==> config.mk <==
export PLATFORM = sky130hd
export DESIGN_NAME = adder
export DESIGN_NICKNAME = d
export VERILOG_FILES = /design/src/rtl/full_adder.sv /design/src/rtl/adder.sv
export SDC_FILE = /design/constraint.sdc
export NUM_CORES = 1
export LEC_CHECK = 0
export ABC_AREA = 1
export CAP_MARGIN = 25
export CORE_AREA = 2 2 39 41
export DETAILED_ROUTE_END_ITERATION = 10
export DIE_AREA = 0 0 41 43
export PLACE_DENSITY = 0.58
export RECOVER_POWER = 25
export SYNTH_ARGS = -nofsm -noshare
export SYNTH_HDL_FRONTEND = slang
export SYNTH_SLANG_ARGS = --single-unit
==> constraint.sdc <==
create_clock -name clk -period 7.75 [get_ports clk]
set_input_delay 2.325 -clock clk [delete_from_list [all_inputs] [get_ports clk]]
set_output_delay 2.325 -clock clk [all_outputs]
set_load 0.05 [all_outputs]
==> src/rtl/full_adder.sv <==
// Purpose: one-bit full adder cell used as a stage of the ripple-carry chain.
// Latency: purely combinational, no clock.
// Backpressure: none; the outputs follow the inputs continuously.
//
// Ports:
//   a, b : operand bits
//   ci   : carry into this stage
//   s    : sum bit, a ^ b ^ ci
//   co   : carry out of this stage, ab | ci(a ^ b)
module full_adder (
  input  logic a,
  input  logic b,
  input  logic ci,
  output logic s,
  output logic co
);

  logic p;  // propagate term, shared by the sum and the carry

  assign p  = a ^ b;
  assign s  = p ^ ci;
  assign co = (a & b) | (ci & p);

endmodule

==> src/rtl/adder.sv <==
// Purpose: WIDTH-bit unsigned ripple-carry adder with carry-in, carry-out and signed overflow.
// Latency: out/co/ovf combinational (0 cycles); out_q/co_q registered (1 cycle).
// Backpressure: none; a new operand pair is accepted every cycle with no handshake.
//
// Ports:
//   clk   : clock; out_q/co_q update on the rising edge
//   rst   : asynchronous active-high reset; clears out_q/co_q only
//   A, B  : unsigned operands, WIDTH bits
//   ci    : carry-in
//   out   : low WIDTH bits of A+B+ci
//   co    : bit WIDTH of A+B+ci
//   out_q : out delayed by one clock
//   co_q  : co delayed by one clock
//   ovf   : two's-complement overflow of A+B+ci
module adder #(
  parameter int WIDTH = 4
) (
  input  logic             clk,
  input  logic             rst,
  input  logic [WIDTH-1:0] A,
  input  logic [WIDTH-1:0] B,
  input  logic             ci,
  output logic [WIDTH-1:0] out,
  output logic             co,
  output logic [WIDTH-1:0] out_q,
  output logic             co_q,
  output logic             ovf
);

  // c[i] is the carry into stage i; c[0] is the external carry-in and
  // c[WIDTH] is the carry out of the MSB stage.
  logic [WIDTH:0] c;

  assign c[0] = ci;

  for (genvar i = 0; i < WIDTH; i++) begin : g_stage
    full_adder u_fa (
      .a  (A[i]),
      .b  (B[i]),
      .ci (c[i]),
      .s  (out[i]),
      .co (c[i+1])
    );
  end

  assign co = c[WIDTH];

  // Signed overflow happens exactly when the carry into the sign bit differs
  // from the carry out of it. For WIDTH=1, c[WIDTH-1] is ci, so this also
  // covers the single-bit case.
  assign ovf = c[WIDTH] ^ c[WIDTH-1];

  // Output register: no enable, reset has priority over a coincident edge.
  always_ff @(posedge clk or posedge rst) begin
    if (rst) begin
      out_q <= '0;
      co_q  <= 1'b0;
    end else begin
      out_q <= out;
      co_q  <= co;
    end
  end

endmodule

==> key figures <==
Global routing
  • Largest net degree at the start of global routing: 6
  • GRT Resource Usage Total: 6.27%
  • Number of global-route vias before repair: 194
  • GRT overflow: 0
  • Antenna violations before repair: 0
  • First-pass GRT wire length: 690 um

Floorplanning
  • Horiz. Die Dim: 41 um
  • Chip Height: around 43 um
  • Core ar.: 1380 um2
  • Die area: 1760 um2
  • Initial Util: 20.8%
  • Row count: 14
  • Top Ports: 22

Placement
  • Routability Congestion: 0.653
  • Detail Placement HPWL: 409 um
  • PortBufs: 21
  • DP Worst Slack: around 0.43 ns

Synthesis
  • Cell taking the most area after synthesis: dfrtp_1
  • Dominant cell by count in the synthesized netlist: inv_1
  • Post-Syn Area per Cell: about 11 um2
  • Synthesized instance count: 27
  • Synth warn: 0
  • Ys flop type: dfrtp_1
  • Async set or reset register ratio after synthesis: 100%
  • Largest family of logic cells by synthesized area: adder cells
  • Unique masters post-synth: 6
  • Seq/Total Area, Yosys: 43.5%
  • Synth area leaders: dfrtp_1, fa_1, inv_1, buf_4, nand2_1
  • Synth Cell Area: 288 um2
  • Adder-cell share of the synthesized area: between 20% and 30%
  • Syn nets: 42
  • XOR/XNOR Fraction of Synth Area: 0%
  • Simple-gate share of the synthesized area: around 3.9%
  • #FFs+latches synth: 5
  • Post-synth EDFFs: 0
  • Synth top cells by count: inv_1, dfrtp_1, buf_4, fa_1, nand2_1
  • Synth top area share: a little over two fifths
  • Mux cell area share after synthesis: 0%
  • Area fraction in compound gates after synthesis: 0%

Critical path
  • Startpoint types: input port
  • CP max FO: 3
  • Setup CP Type: input port to output port
  • CP Cell Sequence: clkdlybuf4s50_1 > fa_1 > inv_1 > fa_1 > inv_1 > fa_1 > inv_1 > fa_1 > inv_2 > clkdlybuf4s50_1
  • Worst path required time: 5.43 ns
  • CP Capture Type: output port
  • Most frequent CP cell: fa_1
  • Crit path largest cell delay: 0.80 ns
  • Slowest CP cell: clkdlybuf4s50_1
  • Worst path arrival time: approximately 5 ns

Min path
  • Hold Path Class: input port to asynchronous set/reset pin

Pwr
  • Leakage: 0.253 nW
  • PwrDens: 246 nW/um2
  • VDD IR max: 0.0000590 V

CTS
  • Clock transition at the registers of the reported paths: 0.04 ns
  • Sink Count: 5
  • Post-cts gate resize count: 0
  • H-tree depth: 1
  • CTS tree: done
  • Root Buffer: clkbuf_4
  • Total CTS buffers: 3
  • Hold-fix buffers, CTS: 0
  • Setup bufs post-CTS: 0
  • Worst-case clock buffer depth: 2

STA
  • Max Fclk: 0.137 GHz
  • Final Setup Violations: 0
  • RSZ-0062 raised after global routing: no
  • Post-Route Setup TNS: 0 ns
  • Final Hold Viols: 0
  • Worst setup margin: 0.455 ns
  • Crit share post-route: approximately 94%
  • Tmin final: 7.30 ns
  • Slew HR: about 67%
  • Fin. max-slew vios: 0
  • Worst-Margin Slew: about 0.5 ns

Final layout
  • Fill cell count: 154
  • Diode count: 0
  • Layout cells sized above 1: 12.5%
  • Area growth, synth to finish: 77.0%
  • Final Net Count: 64

Routing
  • WL per Instance: 6.67 um
  • Post-DR vias/cell: roughly 3.3
  • Number of remaining DRC errors: 0
  • Drt total wl: between 400 and 500 um
  • Via Count: 210
  • 1st-pass router iterations: 1
  • Antenna-violating nets left: 0
  • Detailed Route Iter0 Violations: 0

Job
  • Max Cap Viol: 0

Status
  • Status: finished, final reports clean
==> per-layer routing <==
layer	track usage [%]	vias up	wire length, um
li1	-	107	-
met1	5.92	91	130
met2	8.75	12	248
met3	0.524	0	48
met4	10.0	0	0
met5	0	-	0
==> stage by stage <==
| stage | area (um2) | power [mW] | hold slack [ns] | utilization [%] | std cells |
|---|---|---|---|---|---|
| detailed placement | 483 | 0.0984 | 2.54 | 34.9 | 60 |
| finish | 509 | 0.125 | 2.43 | 36.8 | 64 |
| floorplan | 288 | 0.0793 | 2.10 | - | 27 |
| global placement | 483 | 0.0982 | 2.53 | 34.9 | 60 |
| global route | 509 | 0.133 | 2.44 | 36.8 | 64 |
| CTS | 509 | 0.128 | 2.29 | 36.8 | 64 |
==> cells in the final DEF (no fill, tap or decap) <==
cell,instances
clkdlybuf4s50_1,18
inv_1,10
dfrtp_1,5
fa_1,4
nand2_1,3
clkbuf_4,3
buf_4,2
inv_2,1
clkbuf_1,1
dlygate4sd3_1,1
==> registers in the layout, indices dropped and copies added, names as in the netlist <==
| signal | count |
|---|---|
| out_q | 4 |
| co_q | 1 |
==> logic make-up after synthesis <==
kind of cell / after synthesis
buf+inv: 15
flops: 5
simple gates: 3
fa+ha+maj: 4
==> report_power, final <==
part	total (mW)	internal, mW	switching [mW]
Clock	0.0282	0.0193	0.00886
Combinational	0.0657	0.0221	0.0435
Sequential	0.0313	0.0304	0.000881
Total	0.125	0.0719	0.0533
==> cell type report <==
class | count | area (um2) | share of cell area [%]
flip-flops and latches | 5 | 125 | 24.6
clock buffers | 4 | 26.3 | 5.16
repair buffers | 21 | 205 | 40.3
inverters | 11 | 41.3 | 8.11
well taps | 16 | 20.0 | 3.93
multi-input cells | 7 | 91.3 | 17.9
==> path summary, 6_finish.rpt <==
kind / start / endpoint / slack (ns) / depth (start not counted)
worst max-delay path: A[0] / co / 0.45 / 10
worst min-delay path: rst / out_q[2] / 2.43 / 2
max in group asynchronous: rst / out_q[0] / 5.16 / 2
min in group clk: ci / out_q[0] / 2.78 / 2
==> worst max-delay path, delay by kind of cell <==
family	cells	cell delay, ns
buffers and inverters	6	1.56
adders and majority gates	4	1.09
No activity file was read; power rests on OpenSTA's default activity.
